$ cat config.mk
export PLATFORM = sky130hd
export DESIGN_NAME = ssd_scan_driver
export DESIGN_NICKNAME = d
export VERILOG_FILES = /design/src/rtl/ssd_pkg.sv /design/src/rtl/ssd_bin2bcd.sv /design/src/rtl/ssd_scan_driver.sv
export SDC_FILE = /design/constraint.sdc
export NUM_CORES = 1
export LEC_CHECK = 0
export CAP_MARGIN = 20
export CORE_MARGIN = 10
export CORE_UTILIZATION = 30
export DETAILED_ROUTE_END_ITERATION = 6
export PLACE_DENSITY = 0.54
export SYNTH_ARGS = -nofsm -noshare
export SYNTH_HDL_FRONTEND = slang
export SYNTH_HIERARCHICAL = 1
export SYNTH_SLANG_ARGS = --single-unit
$ cat constraint.sdc
create_clock -name board_clk -period 9.2 [get_ports board_clk]
set_clock_uncertainty 0.15 [all_clocks]
set_input_delay 1.84 -clock board_clk [delete_from_list [all_inputs] [get_ports board_clk]]
set_output_delay 1.84 -clock board_clk [all_outputs]
set_load 0.02 [all_outputs]
$ cat src/rtl/ssd_pkg.sv
// ssd_pkg: shared constants and helpers for the seven-segment scan driver.
//   - SEG_* : active-low segment patterns {Ca..Cg}
//   - GUARD_CYC : dark cycles at the start of each digit dwell (anti-ghosting)
//   - ndec() : number of BCD digits needed for a binary width
//   - seg_of() : decimal digit to segment pattern
package ssd_pkg;

  localparam int GUARD_CYC = 16;

  localparam logic [6:0] SEG_0     = 7'b0000001;
  localparam logic [6:0] SEG_1     = 7'b1001111;
  localparam logic [6:0] SEG_2     = 7'b0010010;
  localparam logic [6:0] SEG_3     = 7'b0000110;
  localparam logic [6:0] SEG_4     = 7'b1001100;
  localparam logic [6:0] SEG_5     = 7'b0100100;
  localparam logic [6:0] SEG_6     = 7'b0100000;
  localparam logic [6:0] SEG_7     = 7'b0001111;
  localparam logic [6:0] SEG_8     = 7'b0000000;
  localparam logic [6:0] SEG_9     = 7'b0000100;
  localparam logic [6:0] SEG_DASH  = 7'b1111110;
  localparam logic [6:0] SEG_BLANK = 7'b1111111;

  typedef enum logic {CONV_IDLE, CONV_RUN} conv_state_e;

  // 2^(3k) < 10^k, so every 3 input bits need at most one decimal digit.
  function automatic int ndec(input int bin_w);
    return (bin_w + 2) / 3;
  endfunction

  function automatic logic [6:0] seg_of(input logic [3:0] d);
    logic [6:0] s;
    case (d)
      4'd0:    s = SEG_0;
      4'd1:    s = SEG_1;
      4'd2:    s = SEG_2;
      4'd3:    s = SEG_3;
      4'd4:    s = SEG_4;
      4'd5:    s = SEG_5;
      4'd6:    s = SEG_6;
      4'd7:    s = SEG_7;
      4'd8:    s = SEG_8;
      4'd9:    s = SEG_9;
      default: s = SEG_BLANK;
    endcase
    return s;
  endfunction

endpackage

$ cat src/rtl/ssd_bin2bcd.sv
// ssd_bin2bcd: sequential double-dabble converter, one adjust-then-shift
// step per cycle.
//   board_clk, reset : clock, async active-high reset
//   start, start_val : begin converting start_val (accepted when idle or
//                      in the done cycle, which allows back-to-back runs)
//   busy             : high from the start edge through the done cycle
//   done             : result on bcd is final; the next edge is the commit
//   bcd              : NDEC packed BCD digits
module ssd_bin2bcd
  import ssd_pkg::*;
#(
  parameter int BIN_W = 16,
  parameter int NDEC  = 6
) (
  input  logic              board_clk,
  input  logic              reset,
  input  logic              start,
  input  logic [BIN_W-1:0]  start_val,
  output logic              busy,
  output logic              done,
  output logic [4*NDEC-1:0] bcd
);

  localparam int CNT_W = $clog2(BIN_W + 1);

  conv_state_e       state_q, state_d;
  logic [CNT_W-1:0]  cnt_q, cnt_d;
  logic [BIN_W-1:0]  bin_q, bin_d;
  logic [4*NDEC-1:0] bcd_q, bcd_d;
  logic [4*NDEC-1:0] adj;

  always_comb begin
    adj = bcd_q;
    for (int i = 0; i < NDEC; i++) begin
      if (bcd_q[4*i +: 4] >= 4'd5) adj[4*i +: 4] = bcd_q[4*i +: 4] + 4'd3;
    end
  end

  always_comb begin
    state_d = state_q;
    cnt_d   = cnt_q;
    bin_d   = bin_q;
    bcd_d   = bcd_q;
    case (state_q)
      CONV_IDLE: begin
        if (start) begin
          state_d = CONV_RUN;
          cnt_d   = CNT_W'(BIN_W);
          bin_d   = start_val;
          bcd_d   = '0;
        end
      end
      default: begin
        if (cnt_q != '0) begin
          {bcd_d, bin_d} = {adj[4*NDEC-2:0], bin_q, 1'b0};
          cnt_d          = cnt_q - CNT_W'(1);
        end else if (start) begin
          // restart on the commit edge so busy never drops
          cnt_d = CNT_W'(BIN_W);
          bin_d = start_val;
          bcd_d = '0;
        end else begin
          state_d = CONV_IDLE;
        end
      end
    endcase
  end

  always_ff @(posedge board_clk or posedge reset) begin
    if (reset) begin
      state_q <= CONV_IDLE;
      cnt_q   <= '0;
      bin_q   <= '0;
      bcd_q   <= '0;
    end else begin
      state_q <= state_d;
      cnt_q   <= cnt_d;
      bin_q   <= bin_d;
      bcd_q   <= bcd_d;
    end
  end

  assign busy = (state_q == CONV_RUN);
  assign done = (state_q == CONV_RUN) && (cnt_q == '0);
  assign bcd  = bcd_q;

endmodule

$ cat src/rtl/ssd_scan_driver.sv
// ssd_scan_driver: loads a binary value, converts it to BCD and scans up to
// eight multiplexed seven-segment digits.
//   board_clk, reset : clock, async active-high reset
//   value, load      : binary value sampled on the load strobe
//   dp_mask          : per-digit decimal point, digit 0 rightmost
//   enable           : low keeps every anode high
//   busy             : conversion in progress
//   overflow         : committed value does not fit in DIGITS digits
//   bcd              : committed BCD, digit i at [4i+3:4i]
//   an, cathodes     : active-low anodes and {Ca..Cg,Dp}
module ssd_scan_driver
  import ssd_pkg::*;
#(
  parameter int DIGITS    = 8,
  parameter int BIN_W     = 16,
  parameter int REFRESH_W = 18,
  parameter int BLANK_LZ  = 1
) (
  input  logic                board_clk,
  input  logic                reset,
  input  logic [BIN_W-1:0]    value,
  input  logic                load,
  input  logic [DIGITS-1:0]   dp_mask,
  input  logic                enable,
  output logic                busy,
  output logic                overflow,
  output logic [4*DIGITS-1:0] bcd,
  output logic [7:0]          an,
  output logic [7:0]          cathodes
);

  localparam int NDEC  = ndec(BIN_W);
  localparam int PADN  = (NDEC > DIGITS) ? NDEC : DIGITS;
  localparam int IDX_W = (DIGITS > 1) ? $clog2(DIGITS) : 1;

  logic                     conv_start, conv_busy, conv_done;
  logic [BIN_W-1:0]         conv_val;
  logic [4*NDEC-1:0]        conv_bcd;
  logic [4*PADN-1:0]        bcd_pad;

  logic                     pend_vld_q, pend_vld_d;
  logic [BIN_W-1:0]         pend_val_q, pend_val_d;
  logic [DIGITS-1:0][3:0]   dig_q, dig_d;
  logic                     ovf_q, ovf_d;
  logic [REFRESH_W-1:0]     dwell_q, dwell_d;
  logic [IDX_W-1:0]         idx_q, idx_d;
  logic [7:0]               an_q, an_d;
  logic [7:0]               cath_q, cath_d;

  logic [DIGITS-1:0]        lz;
  logic                     all_zero;
  logic [3:0]               sel_dig;
  logic                     sel_blank, sel_dp;
  logic [6:0]               seg;

  ssd_bin2bcd #(.BIN_W(BIN_W), .NDEC(NDEC)) u_bin2bcd (
    .board_clk (board_clk),
    .reset     (reset),
    .start     (conv_start),
    .start_val (conv_val),
    .busy      (conv_busy),
    .done      (conv_done),
    .bcd       (conv_bcd)
  );

  // Start / pending control. A load on the commit edge is the newest
  // capture, so it beats any older pending value and starts right away.
  always_comb begin
    conv_start = 1'b0;
    conv_val   = value;
    pend_vld_d = pend_vld_q;
    pend_val_d = pend_val_q;
    if (conv_done) begin
      if (load) begin
        conv_start = 1'b1;
      end else if (pend_vld_q) begin
        conv_start = 1'b1;
        conv_val   = pend_val_q;
      end
      pend_vld_d = 1'b0;
    end else if (conv_busy) begin
      if (load) begin
        pend_vld_d = 1'b1;
        pend_val_d = value;
      end
    end else if (load) begin
      conv_start = 1'b1;
    end
  end

  // Commit: digits and overflow move together so the display never tears.
  assign bcd_pad = (4*PADN)'(conv_bcd);

  always_comb begin
    dig_d = dig_q;
    ovf_d = ovf_q;
    if (conv_done) begin
      for (int i = 0; i < DIGITS; i++) dig_d[i] = bcd_pad[4*i +: 4];
      ovf_d = |(bcd_pad >> (4*DIGITS));
    end
  end

  // Leading-zero blanking: a digit is blank when it and everything above it
  // is zero; digit 0 always shows.
  always_comb begin
    lz       = '0;
    all_zero = 1'b1;
    for (int i = DIGITS - 1; i >= 0; i--) begin
      all_zero = all_zero && (dig_q[i] == 4'd0);
      lz[i]    = (BLANK_LZ == 1) && all_zero && (i != 0);
    end
  end

  // Scan. an/cathodes are computed from the next dwell/index so the
  // registered outputs line up with the counter they belong to.
  always_comb begin
    dwell_d = dwell_q + REFRESH_W'(1);
    idx_d   = idx_q;
    if (&dwell_q) idx_d = (idx_q == IDX_W'(DIGITS - 1)) ? '0 : idx_q + IDX_W'(1);

    sel_dig   = 4'd0;
    sel_blank = 1'b0;
    sel_dp    = 1'b0;
    for (int i = 0; i < DIGITS; i++) begin
      if (idx_d == IDX_W'(i)) begin
        sel_dig   = dig_q[i];
        sel_blank = lz[i];
        sel_dp    = dp_mask[i];
      end
    end
    seg = ovf_q ? SEG_DASH : (sel_blank ? SEG_BLANK : seg_of(sel_dig));

    an_d   = 8'hFF;
    cath_d = 8'hFF;
    if (dwell_d >= REFRESH_W'(GUARD_CYC)) begin
      cath_d = {seg, ~sel_dp};
      if (enable) begin
        for (int i = 0; i < DIGITS; i++) begin
          if (idx_d == IDX_W'(i)) an_d[i] = 1'b0;
        end
      end
    end
  end

  always_ff @(posedge board_clk or posedge reset) begin
    if (reset) begin
      pend_vld_q <= 1'b0;
      pend_val_q <= '0;
      dig_q      <= '0;
      ovf_q      <= 1'b0;
      dwell_q    <= '0;
      idx_q      <= '0;
      an_q       <= 8'hFF;
      cath_q     <= 8'hFF;
    end else begin
      pend_vld_q <= pend_vld_d;
      pend_val_q <= pend_val_d;
      dig_q      <= dig_d;
      ovf_q      <= ovf_d;
      dwell_q    <= dwell_d;
      idx_q      <= idx_d;
      an_q       <= an_d;
      cath_q     <= cath_d;
    end
  end

  assign busy     = conv_busy;
  assign overflow = ovf_q;
  assign bcd      = dig_q;
  assign an       = an_q;
  assign cathodes = cath_q;

endmodule

==> impl_metrics.toml, run 1 <==
[run_status]
status = "finished, final reports clean"

[placed_design]
hpwl_um = 11600
dpl_cell_area_um2 = 7550
io_buffers = 68
place_congestion = 0.884
dp_slack_ns = 5.09

[route]
drt-vias-per-instance = 5.00
antenna_left = 0
drt_wl_total_um = 16100
drtIter0Drc = 308
drc_errors = 0
wire_per_inst_um = 16.5
via_count = 4892
dr.pass1.iters = 4

[job]
max_cap_viol_count = 0

[setup_path]
critPathLaunchType = "flip-flop"
critical_path_class = "flip-flop to flip-flop"
worstPathCellList = "nand4_1 -> nor4_4 -> nand4_1 -> nand2_1 -> mux2_2 -> a222oi_1 -> a21o_1 -> o211ai_1"
rr_startpoint = "dwell_q[11]"
critPathCapture = "cathodes[6]"
r2r_cells = 8
crit_fanout = 13
cp.depth = 8
rr_endpoint = "cathodes[6]"
crit_start = "dwell_q[11]"
path_delay_family = "compound AO/OA/AOI/OAI gates"
critPathBufInv = 0
arrival_ns = 4.28
cpPeakStageDelay_ns = 1.05
cpMostUsedCell = "nand4_1"
end_kind = "flip-flop"
critPathRequiredTime_ns = 9.33
rrSetupSlack_ns = 5.05
slowest_stage = "a222oi_1"

[synthesis]
synth_seq_cells = 124
synth_area_leaders = "dfrtp_1 41%, mux2_2 10%, dfstp_2 6.3%"
yosysMostFrequentCell = "dfrtp_1"
netlist_area_um2 = 6650
synth_edf_count = 0
synth_top_area_frac = 0.406
synth_area_leader_cell = "dfrtp_1"
seq_area_frac_synth = 0.469
synth_cells = 621
yosysWarnings = 6
syn_area_per_cell_um2 = 10.7
synth.distinct_cells = 69
synth-async-reset-ratio = 1.00
synth-main-ff-cell = "dfrtp_1"
netlist_top_cells_count = "108 x dfrtp_1, 61 x mux2_2, 53 x o21ai_0"

[die]
die_y_um = 169
coreArea_um2 = 21800
die-area_um2 = 28500
rows = 54
io_pins = 78
initial_utilization = 0.305
die_w_um = 169

[power]
p_seq_frac = 0.381
switchingPower_uw = 492
ir_drop_v = 0.0000985
p_sw_frac = 0.273
combPwrFrac = 0.203
powerDensity_nw_per_um2 = 219
p_int_mw = 1.31
fin_total_pwr_mw = 1.80
p_leak_nw = 3.47
power_frac_clock = 0.416

[cells_and_area]
final-seq-area_um2 = 3120
area_growth_pct = 23.9
multi_input_area_um2 = 3240
fin_area_um2 = 8240
diodes = 0
layout-drive-gt1-share = 0.195
nets = 735
fillCellCount = 2117

[timing]
timing.hold.ws_ns = 0.325
tightest_slew_ns = 1.38
maxSlewViolCount = 0
setup_ws_ns = 5.05
fmax_mhz = 241
hold_viol = 0
final.setup.tns_ns = 0
relSlewSlack = 0.0781
setup_viol = 0
grt_setup_unrepaired = "no"
period_share = 0.451
min_period_ns = 4.15

[clock_network]
clock-root-buffer = "clkbuf_16"
clock-sinks = 124
ctsHoldBuffers = 0
cts_tree = "built"
clkLatencyLatePin_ns = 0.41
clkTransAtPathRegs_ns = 0.05
cts_inserted_buffers = 17
cts_resized = 0
cts_setup_buffers = 0
cts_max_level = 4
cts.path.max_buffers = 2

[global_route]
globalRoute.totalOverflow = 0
grt_pass1_wl_um = 26700
grt_pass1_vias = 5086
grt_antenna_before_repair = 0
grt_usage = 0.115
grt_max_degree = 47

[worst_hold_path]
worstHoldPathType = "flip-flop to flip-flop"
[cells by family after synthesis]
| family | synth area share |
|---|---|
| DFF | 0.469 |
| adders and majority gates | 0.0414 |
| AOI/OAI and AO/OA | 0.126 |
| xor gates and xnor gates | 0.0342 |
| buffers and inverters | 0.0498 |
| other | 0.000564 |
| muxes | 0.147 |
| and+or+nand+nor | 0.132 |
[power groups by stage]
| stage | registers (mW) | clock network [mW] | logic (mW) |
|---|---|---|---|
| floorplan | 0.733 | 0 | 0.158 |
| global placement | 0.698 | 0 | 0.364 |
| detailed placement | 0.697 | 0 | 0.371 |
| CTS | 0.689 | 0.767 | 0.372 |
| global route | 0.696 | 0.795 | 0.402 |
| finish | 0.688 | 0.750 | 0.367 |
[cell type report]
type | instances | share of cell area
Tap cell | 280 | 0.0425
Clock inverter | 10 | 0.0225
Clock buffer | 22 | 0.0587
Sequential cell | 124 | 0.379
Multi-Input combinational cell | 435 | 0.393
Timing Repair Buffer | 73 | 0.0886
Inverter | 34 | 0.0156
[placed cells by master (no fill, tap or decap), types with 6 or more instances in the layout]
cell             count
ha_1                22
nor4_1               7
a21oi_1             18
o31ai_1              8
clkbuf_16           17
inv_1               30
clkdlybuf4s50_1     68
dfstp_2             16
nand2b_1            12
mux2_2              61
mux2i_1             29
o21ai_0             52
dfrtp_1            108
xnor2_1             16
nor2_1              16
nand2_1             46
a32o_1               6
o211ai_1             8
o21ai_1             10
xor2_1              10
conb_1               9
and3_1               6
nand3_1             34
[flip-flops by register name (all words and copies together) (netlist names)]
| register | cells |
|---|---|
| pend_val_q | 16 |
| u_bin2bcd/busy | 1 |
| u_bin2bcd/bin_q | 16 |
| cathodes | 8 |
| an | 8 |
| u_bin2bcd/bcd | 24 |
| bcd | 24 |
| idx_q | 3 |
| dwell_q | 18 |
| u_bin2bcd/cnt_q | 5 |
| pend_vld_q | 1 |
[routing by layer]
layer  GRT usage  vias to the layer above  share of wire
li1            -                     2342              -
met2       0.195                      102           0.50
met4      0.0401                        0          0.013
met5           0                        -              0
met1       0.137                     2433           0.44
met3      0.0299                       15          0.046
[through the flow]
step	cells	utilization
floorplan	629	-
global placement	945	0.346
detailed placement	945	0.346
CTS	977	0.377
global route	978	0.378
finish	978	0.378
[worst register-to-register path, delay by kind of cell, from the launching register on]
kind / cells / cell delay [ns]
simple gates: 4 / 1.46
mux: 1 / 0.39
flops: 1 / 0.51
compound gates: 3 / 1.51
[how the worst min path moves through the flow]
stage	start	end	slack [ns]	cells past startpoint
final	dwell_q[0]	dwell_q[0]	0.33	1
after detailed placement	u_bin2bcd/bin_q[15]	u_bin2bcd/bcd[0]	0.32	2
after CTS	dwell_q[0]	dwell_q[0]	0.33	1
after global placement	dwell_q[0]	dwell_q[0]	0.31	1
after global routing	u_bin2bcd/bin_q[1]	u_bin2bcd/bin_q[2]	0.35	2
after floorplan	dwell_q[0]	dwell_q[0]	0.29	1
Power figures use the tool's default switching activity.
==> run 2: changes to the inputs <==
--- a/config.mk
+++ b/config.mk
@@ -9,7 +9,7 @@
 export CORE_MARGIN = 10
 export CORE_UTILIZATION = 30
 export DETAILED_ROUTE_END_ITERATION = 6
-export PLACE_DENSITY = 0.54
+export PLACE_DENSITY = 0.56
 export SYNTH_ARGS = -nofsm -noshare
 export SYNTH_HDL_FRONTEND = slang
 export SYNTH_HIERARCHICAL = 1
==> constraint.sdc (replaced) <==
create_clock -name board_clk -period 3.8 [get_ports board_clk]
set_clock_uncertainty 0.15 [all_clocks]
set_input_delay 0.76 -clock board_clk [delete_from_list [all_inputs] [get_ports board_clk]]
set_output_delay 0.76 -clock board_clk [all_outputs]
set_load 0.02 [all_outputs]
==> run 2 against run 1 <==
  * Combinational power rose by 140%
  * Critical endpoint is now cathodes[1]
  * Final cell count rose by 0.51%
  * Core utilization is 0.11 points lower
  * Largest power group is now registers
==> impl_metrics.toml, run 2 (synthesized netlist as in run 1, its figures left out) <==
[run_status]
status = "finished, final reports clean"

[worst_hold_path]
worstHoldPathType = "flip-flop to flip-flop"

[placed_design]
place_inst = 950
place_congestion = 0.799
io_buffers = 68
hpwl_um = 11400

[die]
rows = 54
die_w_um = 169
io_pins = 78
coreArea_um2 = 21800
die-area_um2 = 28500
initial_utilization = 0.305
die_y_um = 169

[timing]
min_period_ns = 3.38
period_share = 0.889
relSlewSlack = 0.306
hold_viol = 0
tightest_slew_ns = 1.04
setup_viol = 0
grt_setup_unrepaired = "no"
maxSlewViolCount = 0
final.setup.tns_ns = 0
fmax_mhz = 296

[clock_network]
cts.path.max_buffers = 2
cts_resized = 0
clock-sinks = 124
cts_tree = "built"
ctsHoldBuffers = 0
clkTransAtPathRegs_ns = 0.06
clkLatencyLatePin_ns = 0.41
clock-root-buffer = "clkbuf_16"
cts_inserted_buffers = 17
cts_max_level = 4

[setup_path]
critPathBufInv = 1
crit_fanout = 7
path_delay_family = "simple AND/OR/NAND/NOR gates"
critPathRequiredTime_ns = 3.99
critical_path_class = "flip-flop to flip-flop"
end_kind = "flip-flop"
worstPathCellList = "ha_1 -> nand3_1 -> nor4_4 -> nand4_1 -> nand2_1 -> mux2_2 -> a32oi_2 -> inv_1 -> ha_1 -> nor4bb_1 -> a21oi_1"
slowest_stage = "dfrtp_1"
arrival_ns = 3.57
cpMostUsedCell = "ha_1"
cpPeakStageDelay_ns = 0.39
critPathLaunchType = "flip-flop"

[power]
powerDensity_nw_per_um2 = 512
fin_total_pwr_mw = 4.21
p_leak_nw = 3.45
ir_drop_v = 0.000192

[cells_and_area]
area_growth_pct = 23.5
final-seq-area_um2 = 3120
final_cell_mix = "108 x dfrtp_1, 68 x clkdlybuf4s50_1, 61 x mux2_2"
multi_input_area_um2 = 3240
nets = 741
final-instance-count-excl-fill = 983
final_common_cell = "dfrtp_1"
fillCellCount = 2135
diodes = 0
layout-drive-gt1-share = 0.201

[global_route]
grt_pass1_wl_um = 26500
grt_usage = 0.114
grt_max_degree = 53
globalRoute.totalOverflow = 0
grt_pass1_vias = 4907
grt_antenna_before_repair = 0

[route]
antenna_left = 0
drtIter0Drc = 301
drc_errors = 0
drt-vias-per-instance = 4.88
via_count = 4800
dr.pass1.iters = 5
drt_wl_total_um = 16000
wire_per_inst_um = 16.3

[job]
max_cap_viol_count = 0
-- run 2: worst register-to-register path, cell delays in order (launching register included) --
cell      delay (ns)
dfrtp_1         0.39
ha_1            0.23
nand3_1         0.16
nor4_4          0.38
nand4_1         0.28
nand2_1         0.30
mux2_2          0.38
a32oi_2         0.32
inv_1           0.14
ha_1            0.22
nor4bb_1        0.30
a21oi_1         0.07
-- run 2: path summary, 6_finish.rpt --
| check | start | end | slack [ns] | depth (start not counted) |
|---|---|---|---|---|
| setup / recovery | dwell_q[0] | cathodes[1] | 0.42 | 11 |
| hold / removal | u_bin2bcd/bin_q[3] | u_bin2bcd/bin_q[4] | 0.33 | 2 |
| setup reg to reg | dwell_q[0] | cathodes[1] | 0.42 | 11 |
| hold reg to reg | u_bin2bcd/bin_q[3] | u_bin2bcd/bin_q[4] | 0.33 | 2 |
| max in group asynchronous | reset | an[7] | 2.15 | 3 |
| min in group asynchronous | reset | u_bin2bcd/bin_q[10] | 0.59 | 2 |
-- run 2: timing repair --
item                                    in CTS  in global routing
endpoints found under the hold margin        0                  0
endpoints found under the setup margin       0                  1
buffers inserted                             0                  2
-- run 2: cell type report --
type	instances	area share
Sequential cell	124	0.380
Clock inverter	11	0.0175
Tap cell	280	0.0426
Inverter	34	0.0157
Timing Repair Buffer	79	0.0944
Multi-Input combinational cell	435	0.394
Clock buffer	20	0.0556
-- run 2: power by group --
part,total [mW],internal (mW),switching (mW)
registers,1.66,1.51,0.153
clock network,1.66,1.06,0.597
logic,0.892,0.442,0.450
-- run 2: layer usage --
layer / share of wire / wire (um) / GRT usage
met5: 0 / 0 / 0
met1: 0.45 / 7290 / 0.144
met2: 0.49 / 7790 / 0.185
met4: 0.014 / 218 / 0.0394
met3: 0.046 / 734 / 0.0287
-- run 2: through the flow --
step	utilization	setup WS [ns]	hold WS (ns)	instance area (um^2)
after floorplan	-	0.744	0.292	6680
after global placement	0.348	0.491	0.306	7600
after detailed placement	0.348	0.404	0.317	7600
after CTS	0.376	0.390	0.328	8200
after global routing	0.377	0.0646	0.361	8220
final	0.377	0.421	0.330	8220
